[config.mk]
export PLATFORM = sky130hd
export DESIGN_NAME = dcmi_frame_packer_flat
export DESIGN_NICKNAME = d
export VERILOG_FILES = /design/src/rtl/dcmi_frame_packer_pkg.sv /design/src/rtl/dcmi_frame_packer_if.sv /design/src/rtl/dcmi_pack_ram.sv /design/src/rtl/dcmi_frame_packer.sv /design/src/flat_wrapper.sv
export SDC_FILE = /design/constraint.sdc
export NUM_CORES = 1
export LEC_CHECK = 0
export ABC_CLOCK_PERIOD_IN_PS = 7700
export BUFFER_PORTS_ARGS = -buffer_cell sky130_fd_sc_hd__buf_2
export CORE_AREA = 2 2 198 200
export DETAILED_ROUTE_END_ITERATION = 10
export DIE_AREA = 0 0 200 202
export GPL_ROUTABILITY_DRIVEN = 0
export GPL_TIMING_DRIVEN = 0
export PLACE_DENSITY = 0.54
export SYNTH_ARGS = -nofsm -noshare
export SYNTH_HDL_FRONTEND = slang
export SYNTH_SLANG_ARGS = --single-unit
[constraint.sdc]
create_clock -name clk_i -period 7.7 [get_ports clk_i]
set_clock_uncertainty 0.05 [all_clocks]
set_input_delay 0.385 -clock clk_i [delete_from_list [all_inputs] [get_ports clk_i]]
set_output_delay 0.385 -clock clk_i [all_outputs]
set_load 0.01 [all_outputs]
[src/rtl/dcmi_frame_packer_pkg.sv]
// Shared definitions for the DCMI frame packer: FSM states, header size, bus idle value.
// DCMI_PACK_CSUM_EN adds the trailing checksum state and byte.
package dcmi_frame_packer_pkg;

  localparam int unsigned HdrBytes = 2;
`ifdef DCMI_PACK_CSUM_EN
  localparam int unsigned CsumBytes = 1;
`else
  localparam int unsigned CsumBytes = 0;
`endif

  // The bus is OR-combined in the gate, so a non-granted master must drive zero.
  localparam logic [7:0] MdataIdle = 8'h00;

  typedef enum logic [2:0] {
    StIdle,
    StReq,
    StHdrLo,
    StHdrHi,
    StPayload
`ifdef DCMI_PACK_CSUM_EN
    ,
    StCsum
`endif
  } state_e;

endpackage

[src/rtl/dcmi_frame_packer_if.sv]
// IOPort8 write side plus DCMI gate handshake of the frame packer.
// master: the packer itself; slave: the IOPort8/gate environment driving it.
interface dcmi_frame_packer_if;
  logic [7:0] di;      // IOPort8 DO
  logic       wr;      // IOPort8 STRB
  logic       clr;     // IOPort8 STRT, buffer clear
  logic       start;   // IOPort8 DONE, send request
  logic [7:0] mdata;
  logic       dclken;
  logic       dreq;
  logic       dack;
  logic       busy;
  logic       ovf;

  modport master (
    input  di, wr, clr, start, dclken, dack,
    output mdata, dreq, busy, ovf
  );

  modport slave (
    output di, wr, clr, start, dclken, dack,
    input  mdata, dreq, busy, ovf
  );
endinterface

[src/rtl/dcmi_pack_ram.sv]
// Simple dual-port payload buffer: synchronous write, registered synchronous read.
module dcmi_pack_ram #(
  parameter int unsigned AW = 5
) (
  input  logic          clk_i,
  input  logic          we_i,
  input  logic [AW-1:0] waddr_i,
  input  logic [7:0]    wdata_i,
  input  logic [AW-1:0] raddr_i,
  output logic [7:0]    rdata_o
);

  logic [7:0] mem [2**AW];
  logic [7:0] rdata_q;

  always_ff @(posedge clk_i) begin
    if (we_i) begin
      mem[waddr_i] <= wdata_i;
    end
    rdata_q <= mem[raddr_i];
  end

  assign rdata_o = rdata_q;

endmodule

[src/rtl/dcmi_frame_packer.sv]
// Buffers IOPort8 bytes and sends them as one length-prefixed frame on the DCMI master bus.
// Define DCMI_PACK_CSUM_EN to append an 8-bit sum of header and payload bytes.
module dcmi_frame_packer
  import dcmi_frame_packer_pkg::*;
#(
  parameter int unsigned AW = 5
) (
  input logic                 clk_i,
  input logic                 rst_ni,
  dcmi_frame_packer_if.master bus
);

  localparam logic [AW:0] DepthCnt = {1'b1, {AW{1'b0}}};

  state_e        state_q, state_d;
  logic [AW:0]   count_q, count_d;
  logic [AW:0]   len_q, len_d;
  logic [AW:0]   rptr_q, rptr_d;   // payload bytes already loaded onto mdata
  logic [AW-1:0] wptr_q, wptr_d;
  logic [7:0]    mdata_q, mdata_d;
  logic          mvalid_q, mvalid_d;
  logic          dreq_q, dreq_d;
  logic          busy_q, busy_d;
  logic          ovf_q, ovf_d;
  logic          ram_we;
  logic [7:0]    ram_rdata;
  logic [15:0]   len16;
  logic          in_frame, drop, reload, take, fin;
`ifdef DCMI_PACK_CSUM_EN
  logic [7:0]    csum_q, csum_d, csum_sum;

  assign csum_sum = csum_q + mdata_q;
`endif

  assign len16    = 16'(len_q);
  assign in_frame = (state_q != StIdle) && (state_q != StReq);
  assign drop     = !bus.dack;
  // mdata is registered, so after a fresh grant the current byte needs one cycle to reappear.
  assign reload   = bus.dack && !mvalid_q;
  assign take     = bus.dack && mvalid_q && bus.dclken;

  dcmi_pack_ram #(
    .AW(AW)
  ) u_ram (
    .clk_i   (clk_i),
    .we_i    (ram_we),
    .waddr_i (wptr_q),
    .wdata_i (bus.di),
    .raddr_i (rptr_d[AW-1:0]),
    .rdata_o (ram_rdata)
  );

  always_comb begin
    state_d  = state_q;
    count_d  = count_q;
    len_d    = len_q;
    rptr_d   = rptr_q;
    wptr_d   = wptr_q;
    mdata_d  = mdata_q;
    mvalid_d = mvalid_q;
    dreq_d   = dreq_q;
    busy_d   = busy_q;
    ovf_d    = ovf_q;
    ram_we   = 1'b0;
    fin      = 1'b0;
`ifdef DCMI_PACK_CSUM_EN
    csum_d   = csum_q;
    if (in_frame && take) begin
      csum_d = csum_sum;
    end
`endif

    if (state_q != StIdle && bus.wr) begin
      ovf_d = 1'b1;
    end

    if (in_frame) begin
      if (drop) begin
        mdata_d  = MdataIdle;
        mvalid_d = 1'b0;
      end else begin
        mvalid_d = 1'b1;
      end
    end

    unique case (state_q)
      StIdle: begin
        if (bus.clr) begin
          count_d = '0;
          wptr_d  = '0;
          ovf_d   = 1'b0;
        end else if (bus.wr) begin
          if (count_q == DepthCnt) begin
            ovf_d = 1'b1;
          end else begin
            ram_we  = 1'b1;
            count_d = count_q + 1'b1;
            wptr_d  = wptr_q + 1'b1;
          end
        end
        if (bus.start && !bus.clr && count_d != '0) begin
          len_d   = count_d;
          busy_d  = 1'b1;
          dreq_d  = 1'b1;
          state_d = StReq;
`ifdef DCMI_PACK_CSUM_EN
          csum_d  = '0;
`endif
        end
      end

      StReq: begin
        if (bus.dack) begin
          mdata_d  = len16[7:0];
          mvalid_d = 1'b1;
          state_d  = StHdrLo;
        end
      end

      StHdrLo: begin
        if (reload) begin
          mdata_d = len16[7:0];
        end else if (take) begin
          mdata_d = len16[15:8];
          state_d = StHdrHi;
        end
      end

      StHdrHi: begin
        if (reload) begin
          mdata_d = len16[15:8];
        end else if (take) begin
          mdata_d = ram_rdata;
          rptr_d  = rptr_q + 1'b1;
          state_d = StPayload;
        end
      end

      StPayload: begin
        if (drop) begin
          // Step back so the unsent byte is re-read from the buffer on resume.
          if (mvalid_q) begin
            rptr_d = rptr_q - 1'b1;
          end
        end else if (reload) begin
          mdata_d = ram_rdata;
          rptr_d  = rptr_q + 1'b1;
        end else if (take) begin
          if (rptr_q == len_q) begin
`ifdef DCMI_PACK_CSUM_EN
            mdata_d = csum_sum;
            state_d = StCsum;
`else
            fin = 1'b1;
`endif
          end else begin
            mdata_d = ram_rdata;
            rptr_d  = rptr_q + 1'b1;
          end
        end
      end

`ifdef DCMI_PACK_CSUM_EN
      StCsum: begin
        if (reload) begin
          mdata_d = csum_q;
        end else if (take) begin
          fin = 1'b1;
        end
      end
`endif

      default: state_d = StIdle;
    endcase

    if (fin) begin
      state_d  = StIdle;
      dreq_d   = 1'b0;
      busy_d   = 1'b0;
      mdata_d  = MdataIdle;
      mvalid_d = 1'b0;
      count_d  = '0;
      rptr_d   = '0;
      wptr_d   = '0;
    end
  end

  always_ff @(posedge clk_i or negedge rst_ni) begin
    if (!rst_ni) begin
      state_q  <= StIdle;
      count_q  <= '0;
      len_q    <= '0;
      rptr_q   <= '0;
      wptr_q   <= '0;
      mdata_q  <= MdataIdle;
      mvalid_q <= 1'b0;
      dreq_q   <= 1'b0;
      busy_q   <= 1'b0;
      ovf_q    <= 1'b0;
`ifdef DCMI_PACK_CSUM_EN
      csum_q   <= '0;
`endif
    end else begin
      state_q  <= state_d;
      count_q  <= count_d;
      len_q    <= len_d;
      rptr_q   <= rptr_d;
      wptr_q   <= wptr_d;
      mdata_q  <= mdata_d;
      mvalid_q <= mvalid_d;
      dreq_q   <= dreq_d;
      busy_q   <= busy_d;
      ovf_q    <= ovf_d;
`ifdef DCMI_PACK_CSUM_EN
      csum_q   <= csum_d;
`endif
    end
  end

  assign bus.mdata = mdata_q;
  assign bus.dreq  = dreq_q;
  assign bus.busy  = busy_q;
  assign bus.ovf   = ovf_q;

endmodule
[src/flat_wrapper.sv]
// flat-port wrapper written by rule: the top's interface ports become plain ports
module dcmi_frame_packer_flat import dcmi_frame_packer_pkg::*;
#(
  parameter int unsigned AW = 5
)
  (clk_i, rst_ni, bus_di, bus_wr, bus_clr, bus_start, bus_dclken, bus_dack, bus_mdata, bus_dreq, bus_busy, bus_ovf);
  dcmi_frame_packer_if bus_i ();
  input logic clk_i;
  input logic rst_ni;
  input wire logic [$bits(bus_i.di)-1:0] bus_di;
  input wire logic [$bits(bus_i.wr)-1:0] bus_wr;
  input wire logic [$bits(bus_i.clr)-1:0] bus_clr;
  input wire logic [$bits(bus_i.start)-1:0] bus_start;
  input wire logic [$bits(bus_i.dclken)-1:0] bus_dclken;
  input wire logic [$bits(bus_i.dack)-1:0] bus_dack;
  output wire logic [$bits(bus_i.mdata)-1:0] bus_mdata;
  output wire logic [$bits(bus_i.dreq)-1:0] bus_dreq;
  output wire logic [$bits(bus_i.busy)-1:0] bus_busy;
  output wire logic [$bits(bus_i.ovf)-1:0] bus_ovf;
  assign bus_i.di = bus_di;
  assign bus_i.wr = bus_wr;
  assign bus_i.clr = bus_clr;
  assign bus_i.start = bus_start;
  assign bus_i.dclken = bus_dclken;
  assign bus_i.dack = bus_dack;
  assign bus_mdata = bus_i.mdata;
  assign bus_dreq = bus_i.dreq;
  assign bus_busy = bus_i.busy;
  assign bus_ovf = bus_i.ovf;
  dcmi_frame_packer #(.AW(AW)) u_core (.clk_i(clk_i), .rst_ni(rst_ni), .bus(bus_i));
endmodule
### After elaboration in Yosys (flattened, before gate mapping)

Memories as Yosys holds them, arrays and structs flattened. A register that Yosys moved wholly into a read port is not among the register bits.
Index checks and enable logic that the tools add are counted.

* register bits: 37
* RAM bits: 256
* input port bits: 15
* output and inout port bits: 11
* memories: 1
* logic and storage cells: 119

* add/subtract/negate cells: 4
* reduce and logical (&&, ||, !) cells: 21
* multiplexer cells: 65
* eq/ne operators: 18

Memories
* u_core.u_ram.mem: words 32, width 8, rd ports 1, clocked after memory_dff 1, wr ports 1, line dcmi_pack_ram.sv:13 `logic [7:0] mem [2**AW];`

Operators by type and width (count)
* 8-bit two-way mux: 12
* 6-bit two-way mux: 14
* 8-bit case mux with 4 select lines: 1
* 5-bit two-way mux: 5
* 1-bit two-way mux: 24
* 3-bit two-way mux: 7
* 3-bit case mux with 5 select lines: 1
* 6-bit by 1-bit adder with 6-bit output, second input constant: 2
* 3-bit by 1-bit != test with 1-bit output, second input constant: 4
* 6-bit case mux with 2 select lines: 1
* 3-bit nonzero test: 3
* 1-bit logical AND: 7
* 7-bit AND reduction: 1
* 3-bit by 2-bit == test with 1-bit output, second input constant: 2
* 6-bit == test: 1
* 6-bit == test, second input constant: 1
* 3-bit by 2-bit != test with 1-bit output, second input constant: 2
* 3-bit != test, second input constant: 2
* 6-bit AND reduction: 1
* 6-bit nonzero test: 1
* 6-bit by 1-bit subtractor with 6-bit output, second input constant: 1
* 5-bit by 1-bit adder with 5-bit output, second input constant: 1
* 5-bit by 2-bit != test with 1-bit output, second input constant: 1
* 5-bit by 3-bit != test with 1-bit output, second input constant: 1
* other kinds (9): 12

### Logic depth before layout (Yosys ltp)

Gate-level depths: netlist of run 1.

* depth after elaboration: 10
* mapped depth: 14
* gate-level depth less buffers: 12

### Modules after synthesis

From an unflattened synthesis of run 1, not the netlist that was laid out.

* cells, all modules: 735
* area, all modules: 12756.0 um^2

By module, submodules not included
* dcmi_pack_ram: area each 10053.4 um^2, instances 1, cells an instance 417, sequential area each 7847.5 um^2
* dcmi_frame_packer: area each 2702.6 um^2, instances 1, cells an instance 318, sequential area each 925.9 um^2

### Worst setup path after synthesis of run 1

No wires, ideal clock.

* kind: reg-to-reg
* start: register u_core.rptr_q[0]
* end: register u_core.u_ram.rdata_q[5], in the netlist u_core.u_ram.rdata_o[5] (read register of u_core.u_ram.mem)
* period minus slack after synthesis: 2.830 ns
* setup slack: 4.870 ns
* setup time: 0.116 ns
* cell stages (with the launch flop): 12
* buffers on the path: 2
* required time: 7.534 ns
* arrival: 2.663 ns
* cell sequence: dfrtp_1 > clkbuf_1 > inv_1 > ha_1 > mux2i_1 > a221oi_4 > inv_4 > a211oi_4 > buf_6 > a32o_1 > o21bai_1 > and4_1

* longest elaborated chain between the ends: 7
* elaborated cells on any way between the ends: 17
* those cells by class: add/sub: 2; eq/ne: 1; mux: 14

Ends and longest elaborated chain
* start, declared: line dcmi_frame_packer.sv:18 `logic [AW:0] rptr_q, rptr_d;`
* start signal, assigned: line dcmi_frame_packer.sv:207 `rptr_q <= rptr_d;`
* 6-bit by 1-bit adder with 6-bit output or 6-bit == test (tied branches)
* 6-bit two-way mux or 1-bit two-way mux (tied branches): line dcmi_frame_packer.sv:149 `if (rptr_q == len_q) begin`
* 6-bit two-way mux or 1-bit two-way mux (tied branches): line dcmi_frame_packer.sv:148 `end else if (take) begin`
* 6-bit two-way mux or 1-bit two-way mux (tied branches): line dcmi_frame_packer.sv:145 `end else if (reload) begin`
* 6-bit two-way mux or 1-bit two-way mux (tied branches): line dcmi_frame_packer.sv:140 `if (drop) begin`
* 6-bit case mux with 2 select lines or 1-bit two-way mux (tied branches): line dcmi_frame_packer.sv:86 `unique case (state_q)`
* 6-bit two-way mux *: line dcmi_frame_packer.sv:176 `if (fin) begin`
* end, declared: line dcmi_pack_ram.sv:14 `logic [7:0] rdata_q;`

Every way passes the cells marked *; elsewhere a longest branch is shown, timed or not. The select of a mux whose other input is x is not followed.
A chain may end at the register's enable or synchronous reset.

### Final worst setup path of run 1

* start: register u_core.rptr_q[0]
* end: register u_core.u_ram.rdata_q[6], in the netlist u_core.u_ram.rdata_o[6] (read register of u_core.u_ram.mem)

The elaborated chain is that of the path after synthesis.

==> qor.yml, run 1 <==
outcome: "complete, no violations"
drt_pre_antenna_iters: 7
period_share: 0.5317
cpMostUsedCell: "a211oi_2"
grtUsageMet1: 0.2450
synth_edf_count: 256
synthesis.nets: 1023
setup_viol: 0
grt_use_met3: 0.02770
fin_area_um2: 15190
port_buffers: 23
critPathLaunchType: "flop"
cts.path.max_buffers: 3
hold_viol: 0
avgSynthCellArea_um2: 13.31
tightest_slew_ns: 1.113
initial_core_util: 0.3476
peakVddDrop_uv: 147.7
slew_headroom: 0.2567
async_reset_ff_frac: 0.1229
antenna_found_initial: 0
drv_cap: 0
drive_above_1_share: 0.1493
crit_path_end_kind: "flop"
critPathSlowestCell: "a211oi_1"
final_common_cell: "edfxtp_1"
overflow: 0
clkSinkCount: 301
cp.arrival_ns: 4.40
final_cell_mix: "edfxtp_1, nand2_1, nor2_1"
grt_pass1_wl_um: 52740
hold_class: "in -> reg"
vias: 8662
power_density_nw_per_um2: 350.9
cp_cell_sequence: "clkbuf_1, inv_1, ha_1, a21oi_1, nor3_1, o21a_1, a211oi_2, a211oi_2, buf_2, a32oi_1, o221ai_1, a32o_1, a211oi_1"
grt_max_degree: 38
setup_ws_ns: 3.606
use_met2: 0.2789
path_delay_family: "compound AO/OA/AOI/OAI gates"
routed_wl_um: 35010
dp_slack_ns: 3.750
place_area_um2: 14070
drt-initial-drc-count: 735
grt_pass1_vias: 8599
drv_slew: 0
pin_count: 26
finalNetCount: 1083
clkLatencyLatePin_ns: 0.53
cts_setup_buffers: 0
die_x_um: 200
holdWs_ns: 0.2427
p_leak_uw: 0.005300
critPathRequiredTime_ns: 8.00
h-tree-depth: 2
cts_resized: 0
p_total_uw: 5329
avgRoutedWirePerCell_um: 21.84
syn_inst: 1000
multi_input_area_um2: 4044
rows: 72
finalSetupTns_ns: 0
nFillCells: 3617
clock-root-buffer: "clkbuf_16"
finalCriticalPeriod_ns: 4.094
busiest_layer: "met2"
clk_pin_slew_worst_paths_ns: 0.06
core_area_um2: 38290
yosys_warnings: 0
slowest_delay_ns: 0.51
antenna_cells: 0
viasPerCell: 5.404
dieArea_um2: 40400
seqCellArea_um2: 8773
cts_tree: "yes"
crit_type: "reg -> reg"
postRouteAntennaNets: 0
area_growth_pct: 14.11
ys_ff_latch: 301
drc_errors: 0
synth_area_um2: 13310
grt.total_usage: 0.1741
cp_max_fo: 10
die_y_um: 202
cts_made_buffers: 34
path_buf_inv: 3
seq_area_frac_synth: 0.6593
ys.flop_type: "edfxtp_1"
dp.final_hpwl_um: 23590
ctsHoldBuffers: 1
rsz0062_at_grt: "no"
max_freq_mhz: 244.3
post_synth_num_cell_types: 77
==> path summary, 6_finish.rpt <==
kind                                               from                      end  slack (ns)  depth (start not counted)
worst max-delay path                   u_core.rptr_q[0]  u_core.u_ram.rdata_o[6]        3.61                         13
worst min-delay path                            bus_clr           u_core.bus.ovf        0.24                          2
worst max register to register         u_core.rptr_q[0]  u_core.u_ram.rdata_o[6]        3.61                         13
worst min register to register  u_core.u_ram.rdata_o[6]      u_core.bus.mdata[6]        0.43                          2
max in group asynchronous                        rst_ni         u_core.rptr_q[4]        6.61                          2
min in group asynchronous                        rst_ni           u_core.bus.ovf        0.46                          2
==> cell families (layout without fill, tap and decap cells) <==
kind of cell | count (synthesis) | after routing | synth area share
xor+xnor | 11 | 11 | 0.009215
buf+inv | 110 | 195 | 0.03686
mux | 93 | 93 | 0.07381
fa+ha+maj | 8 | 8 | 0.007522
compound gates | 196 | 196 | 0.1067
flops | 301 | 301 | 0.6593
simple gates | 281 | 281 | 0.1066
==> registers in the layout, summed over array words and instances, names as in the netlist <==
register / cells
u_core.u_ram.mem: 256
u_core.count_q: 6
u_core.len_q: 6
u_core.bus.ovf: 1
u_core.u_ram.rdata_o: 8
u_core.mvalid_q: 1
u_core.state_q: 3
u_core.wptr_q: 5
u_core.bus.mdata: 8
u_core.rptr_q: 6
u_core.bus.dreq: 1
==> metal layers <==
metal / wire (µm) / vias to the layer above
met5: 0 / -
met4: 813 / 0
met3: 2201 / 47
met2: 16410 / 272
met1: 15590 / 4371
li1: - / 3972
==> per-stage QoR <==
stage,instances,util
after floorplan,1000,-
after global placement,1541,0.3675
after detailed placement,1541,0.3675
after CTS,1603,0.3966
after global routing,1603,0.3966
final,1603,0.3966
==> report_power, final <==
part / leakage, µW / total, µW / switching, µW / internal (µW)
Clock: 0.000535 / 1590 / 654 / 938
Sequential: 0.00285 / 1930 / 76.6 / 1860
Combinational: 0.00192 / 1800 / 1160 / 645
==> area by class of cell <==
type,count,share of cell area
flip-flops and latches,301,0.5777
repair buffers,24,0.008239
clock buffers,45,0.05941
well taps,518,0.04268
multi-input cells,589,0.2663
clock inverters,16,0.01335
inverters,45,0.01129
plain buffers,65,0.02101
==> Yosys cell counts (12+ instances only) <==
| cell type | number | area, µm² |
|---|---|---|
| nand2_1 | 87 | 326.6 |
| nand3_1 | 12 | 60.06 |
| o2111ai_1 | 13 | 113.9 |
| clkbuf_1 | 31 | 116.4 |
| dfrtp_1 | 37 | 925.9 |
| nand4_1 | 45 | 281.5 |
| nor3_1 | 15 | 75.07 |
| edfxtp_1 | 256 | 7687 |
| a21oi_1 | 44 | 220.2 |
| o21ai_0 | 26 | 130.1 |
| o22ai_1 | 12 | 75.07 |
| buf_2 | 20 | 100.1 |
| mux2_2 | 41 | 461.7 |
| o211ai_1 | 23 | 172.7 |
| mux2i_1 | 52 | 520.5 |
| inv_1 | 42 | 157.7 |
| nor2_1 | 72 | 270.3 |
(Power assumes the default switching activity.)
==> run 2: changes to the inputs <==
- ABC_CLOCK_PERIOD_IN_PS: 7700 -> 3500
- PLACE_DENSITY: 0.54 -> 0.56
- clock period: 7.7 -> 3.5 ns (I/O delays scaled with it)
==> qor.yml, run 2 (synthesis results as in run 1) <==
routed_wl_um: 35290  # +0.80%
drive_above_1_share: 0.1983  # +0.04904
rows: 72  # unchanged
port_buffers: 23  # unchanged
h-tree-depth: 2  # unchanged
core_area_um2: 38290  # unchanged
clkLatencyLatePin_ns: 0.53  # about the same
p_total_uw: 11750  # +120%
tightest_slew_ns: 0.8451  # -0.2678 ns
area_growth_pct: 15.54
r2r_cells: 8  # -5
die_x_um: 200  # unchanged
crit_path_end_kind: "flop"
dp.final_hpwl_um: 23350  # -1.0%
cp_max_fo: 10  # unchanged
finalCriticalPeriod_ns: 3.540  # -0.5542 ns
drc_errors: 0  # unchanged
drt_pre_antenna_iters: 5  # -2
drv_cap: 0  # unchanged
finalSetupTns_ns: -0.2876  # -0.2876 ns
final_cell_mix: "edfxtp_1, nand2_1, mux2i_1"
vias: 8733  # +0.82%
die_y_um: 202  # unchanged
clkSinkCount: 301  # unchanged
violations: "setup timing"
clk_pin_slew_worst_paths_ns: 0.06  # about the same
slew_headroom: 0.4366  # +0.1799
power_density_nw_per_um2: 763.9  # +120%
antenna_cells: 0  # unchanged
top_register: "u_core.u_ram.mem"
drv_slew: 0  # unchanged
drt-initial-drc-count: 760  # +3.4%
cts.path.max_buffers: 3  # unchanged
hold_viol: 0  # unchanged
path_buf_inv: 2  # -1
cp.arrival_ns: 3.64  # -0.76 ns
slowest_delay_ns: 0.79  # +0.28 ns
pin_count: 26  # unchanged
avgRoutedWirePerCell_um: 21.96  # +0.55%
hold_class: "in -> reg"
critPathRequiredTime_ns: 3.60  # -4.40 ns
critPathLaunchType: "flop"
postRouteAntennaNets: 0  # unchanged
hold_path_depth: 2  # unchanged
setup_viol: 8  # +8
dieArea_um2: 40400  # unchanged
cts_tree: "yes"
grt_pass1_wl_um: 52860  # +0.22%
period_share: 1.011  # +0.4797
cts_made_buffers: 34  # unchanged
overflow: 0  # unchanged
grt_max_degree: 38  # unchanged
largest_reg_flops: 256  # unchanged
cp_cell_sequence: "inv_1, ha_1, nand3_1, nand2_1, nor3_1, clkbuf_1, nand2_1, nor2_1"
antenna_found_initial: 0  # unchanged
initial_core_util: 0.3476  # unchanged
final_common_cell: "edfxtp_1"
finalNetCount: 1087  # +0.37%
p_leak_uw: 0.005385  # +1.6%
setup_ws_ns: -0.03959  # -3.646 ns
cpMostUsedCell: "nand2_1"
crit_type: "reg -> reg"
grt_pass1_vias: 8624  # +0.29%
outcome: "finished with violations"
max_freq_mhz: 282.5  # +16%
rsz0062_at_grt: "yes"
crit_cells: 8  # -5
critPathSlowestCell: "nor2_1"
clock-root-buffer: "clkbuf_16"
grt.total_usage: 0.1761  # +0.002021
dp_slack_ns: -0.4649  # -4.215 ns
viasPerCell: 5.434  # +0.57%
peakVddDrop_uv: 297.4  # +100%
path_delay_family: "simple AND/OR/NAND/NOR gates"
[run 2: worst paths after layout]
check	slack, ns	to	start
max	-0.04	u_core.u_ram.mem[18][0]	u_core.count_q[0]
min	0.01	u_core.bus.ovf	bus_clr
max reg2reg	-0.04	u_core.u_ram.mem[18][0]	u_core.count_q[0]
min reg2reg	0.42	u_core.bus.mdata[6]	u_core.u_ram.rdata_o[6]
max in group asynchronous	2.62	u_core.count_q[4]	rst_ni
min in group asynchronous	0.24	u_core.state_q[2]	rst_ni
[run 2: stage by stage]
step | hold WS, ns | cell area (µm²) | std cells | utilization
after floorplan | -0.1706 | 13310 | 1000 | -
after global placement | 0.2841 | 14070 | 1541 | 0.3675
after detailed placement | 0.2799 | 14070 | 1541 | 0.3675
after CTS | 0.004218 | 15160 | 1604 | 0.3961
after global routing | 0.03118 | 15380 | 1607 | 0.4016
final | 0.01255 | 15380 | 1607 | 0.4016
[run 2: per-layer routing]
layer,up-vias,share of wire,track usage
li1,3975,-,-
met4,0,0.032,0.06720
met5,-,0,0
met3,63,0.062,0.03070
met2,295,0.46,0.2706
met1,4400,0.44,0.2484
[run 2: where the power goes]
part	leakage (µW)	internal, µW	switching [µW]
combinational	0.00205	1570	2660
clock	0.000491	1820	1440
sequential	0.00285	4080	175
[run 2: layout make-up]
class                   instances  area (µm²)
plain buffers                  63       344.1
clock buffers                  44       888.4
clock inverters                17       116.4
fillers                      3579       22910
inverters                      45       171.4
multi-input cells             589        4252
flip-flops and latches        301        8773
well taps                     518       648.1
repair buffers                 30       182.7
[run 2: repair_timing]
action	in CTS	in global routing
resized for setup	17	63
pin swaps	6	7
endpoints found under the hold margin	37	0
hold buffers	1	0
setup buffers	3	3
endpoints found under the setup margin	24	248
gates cloned	0	0
==> run 3: changes to the inputs <==
- BUFFER_PORTS_ARGS: -buffer_cell sky130_fd_sc_hd__buf_2 -> -buffer_cell sky130_fd_sc_hd__buf_4
==> qor.yml, run 3 (synthesis results as in run 1) <==
outcome: "complete, no violations"
port_buffers: 23  # unchanged
cp_cell_sequence: "inv_1, ha_1, nand3_1, nand2_1, nor3_1, clkbuf_1, nand2_1, nor2_1"
slowest_delay_ns: 0.80  # about the same
finalCriticalPeriod_ns: 3.490  # -0.04950 ns
p_seq_frac: 0.356  # -0.007
viasPerCell: 5.392  # -0.78%
cts_made_buffers: 34  # unchanged
hold_path_end: "u_core.bus.ovf"
tightest_slew_ns: 0.8657  # +0.02066 ns
die_x_um: 200  # unchanged
r2r-start: "u_core.count_q[0]"
pwr-share-comb: 0.352  # -0.008
slew_headroom: 0.4207  # -0.01590
cts.path.max_buffers: 3  # unchanged
area_growth_pct: 16.61
cts_tree: "yes"
dieArea_um2: 40400  # unchanged
power.share.switching: 0.3536  # -0.009856
power_density_nw_per_um2: 771.9  # +1.0%
path_buf_inv: 2  # unchanged
rsz0062_at_grt: "yes"
setup_viol: 0  # -8
hold_viol: 0  # unchanged
stdcell_count: 1610  # +0.19%
antenna_found_initial: 0  # unchanged
critPathLaunchType: "flop"
top_register: "u_core.u_ram.mem"
overflow: 0  # unchanged
clkLatencyLatePin_ns: 0.53  # about the same
clock-root-buffer: "clkbuf_16"
dp.final_hpwl_um: 23100  # -1.1%
hold_path_depth: 2  # unchanged
cpMostUsedCell: "nand2_1"
die_y_um: 202  # unchanged
drv_slew: 0  # unchanged
cp.arrival_ns: 3.59  # -0.05 ns
antenna_cells: 0  # unchanged
drt-initial-drc-count: 807  # +6.2%
grt_pass1_wl_um: 52380  # -0.91%
initial_core_util: 0.3476  # unchanged
period_share: 0.9972  # -0.01414
holdCritStartpoint: "bus_clr"
holdWs_ns: 0.02055  # +0.007998 ns
hold_class: "in -> reg"
core_area_um2: 38290  # unchanged
largest_reg_flops: 256  # unchanged
final_cell_mix: "edfxtp_1, nand2_1, nor2_1"
drt_pre_antenna_iters: 7  # +2
drv_cap: 0  # unchanged
crit_type: "reg -> reg"
r2r-end: "u_core.u_ram.mem[9][4]"
dp.cells: 1541  # unchanged
critPathRequiredTime_ns: 3.60  # about the same
p_sw_uw: 4236  # -0.78%
clk_pin_slew_worst_paths_ns: 0.06  # about the same
max_freq_mhz: 286.5  # +1.4%
drc_errors: 0  # unchanged
final_common_cell: "edfxtp_1"
grt.total_usage: 0.1740  # -0.002086
routed_wl_um: 34920  # -1.0%
h-tree-depth: 2  # unchanged
vias: 8681  # -0.60%
rows: 72  # unchanged
grt_max_degree: 38  # unchanged
finalNetCount: 1092  # +0.46%
cp_max_fo: 10  # unchanged
critPathSlowestCell: "nor2_1"
rrSetupSlack_ns: 0.01  # +0.05 ns
r2r_cells: 8  # unchanged
power_frac_clock: 0.292  # +0.015
crit_path_end_kind: "flop"
drive_above_1_share: 0.1987  # +0.0003708
avgRoutedWirePerCell_um: 21.69  # -1.2%
pin_count: 26  # unchanged
internal_power_uw: 7742  # +3.6%
peakVddDrop_uv: 302.7  # +1.8%
postRouteAntennaNets: 0  # unchanged
path_delay_family: "simple AND/OR/NAND/NOR gates"
clkSinkCount: 301  # unchanged
grt_pass1_vias: 8499  # -1.4%
p_leak_uw: 0.005443  # +1.1%
[run 3: changes by cell type in the layout (fill, tap and decap cells not counted), sizes merged]
cell | previous run | this run
clkinvlp | 1 | 0
bufinv | 0 | 3
clkbuf | 75 | 68
buf | 61 | 69
clkinv | 13 | 15
inv | 48 | 46
[run 3: stage by stage]
step | TNS [ns] | instance area [µm²] | util | setup slack (ns) | power [µW]
2_1_floorplan | 0 | 13310 | - | 0.6703 | 6921
3_3_place_gp | -2.553 | 14130 | 0.3690 | -0.3810 | 8251
3_5_place_dp | -2.963 | 14130 | 0.3690 | -0.4410 | 8269
4_1_cts | -0.3255 | 15330 | 0.4005 | -0.03299 | 11920
5_1_grt | -30.12 | 15520 | 0.4053 | -0.2334 | 12510
6_report | 0 | 15520 | 0.4053 | 0.009918 | 11980
[run 3: power groups by stage]
| stage | clock (µW) | sequential [µW] | combinational, µW |
|---|---|---|---|
| 3_5_place_dp | 0 | 4330 | 3930 |
| 3_3_place_gp | 0 | 4330 | 3920 |
| 6_report | 3500 | 4260 | 4210 |
| 4_1_cts | 3570 | 4260 | 4080 |
| 2_1_floorplan | 0 | 4280 | 2640 |
| 5_1_grt | 3720 | 4290 | 4510 |
[run 3: how the worst max path moves through the flow]
stage                            startpoint                      end  slack (ns)  cells past startpoint
after global routing      u_core.count_q[0]   u_core.u_ram.mem[9][7]       -0.23                      8
after CTS                 u_core.count_q[0]  u_core.u_ram.mem[17][7]       -0.03                      8
after floorplan            u_core.rptr_q[0]  u_core.u_ram.rdata_o[5]        0.67                     11
after global placement     u_core.rptr_q[0]  u_core.u_ram.rdata_o[5]       -0.38                     10
final                     u_core.count_q[0]   u_core.u_ram.mem[9][4]        0.01                      8
after detailed placement   u_core.rptr_q[0]  u_core.u_ram.rdata_o[5]       -0.44                     10
[run 3: layer usage]
| layer | up-vias | part of all wire | GRT usage |
|---|---|---|---|
| met4 | 0 | 0.033 | 0.06243 |
| li1 | 3974 | - | - |
| met1 | 4333 | 0.45 | 0.2490 |
| met2 | 306 | 0.45 | 0.2644 |
| met5 | - | 0 | 0 |
| met3 | 68 | 0.063 | 0.03137 |
[run 3: repair_timing]
item,in CTS,in global routing
gates cloned,0,0
hold endpoints to repair,37,0
buffers inserted,4,8
resized for setup,19,55
hold buffers,1,0
pin swaps,5,11
endpoints found under the setup margin,32,264
[run 3: worst reg2reg max path: stages (launching register included)]
cell	delay (ns)
dfrtp_1	0.41
inv_1	0.14
ha_1	0.24
nand3_1	0.09
nand2_1	0.20
nor3_1	0.36
clkbuf_1	0.40
nand2_1	0.43
nor2_1	0.80
[run 3: area by class of cell]
class | instances | area [µm²]
flip-flops and latches | 301 | 8777
clock buffers | 40 | 894.6
fillers | 3640 | 22770
plain buffers | 62 | 342.8
clock inverters | 19 | 192.7
inverters | 45 | 171.4
repair buffers | 36 | 285.3
well taps | 518 | 648.1
multi-input cells | 589 | 4207
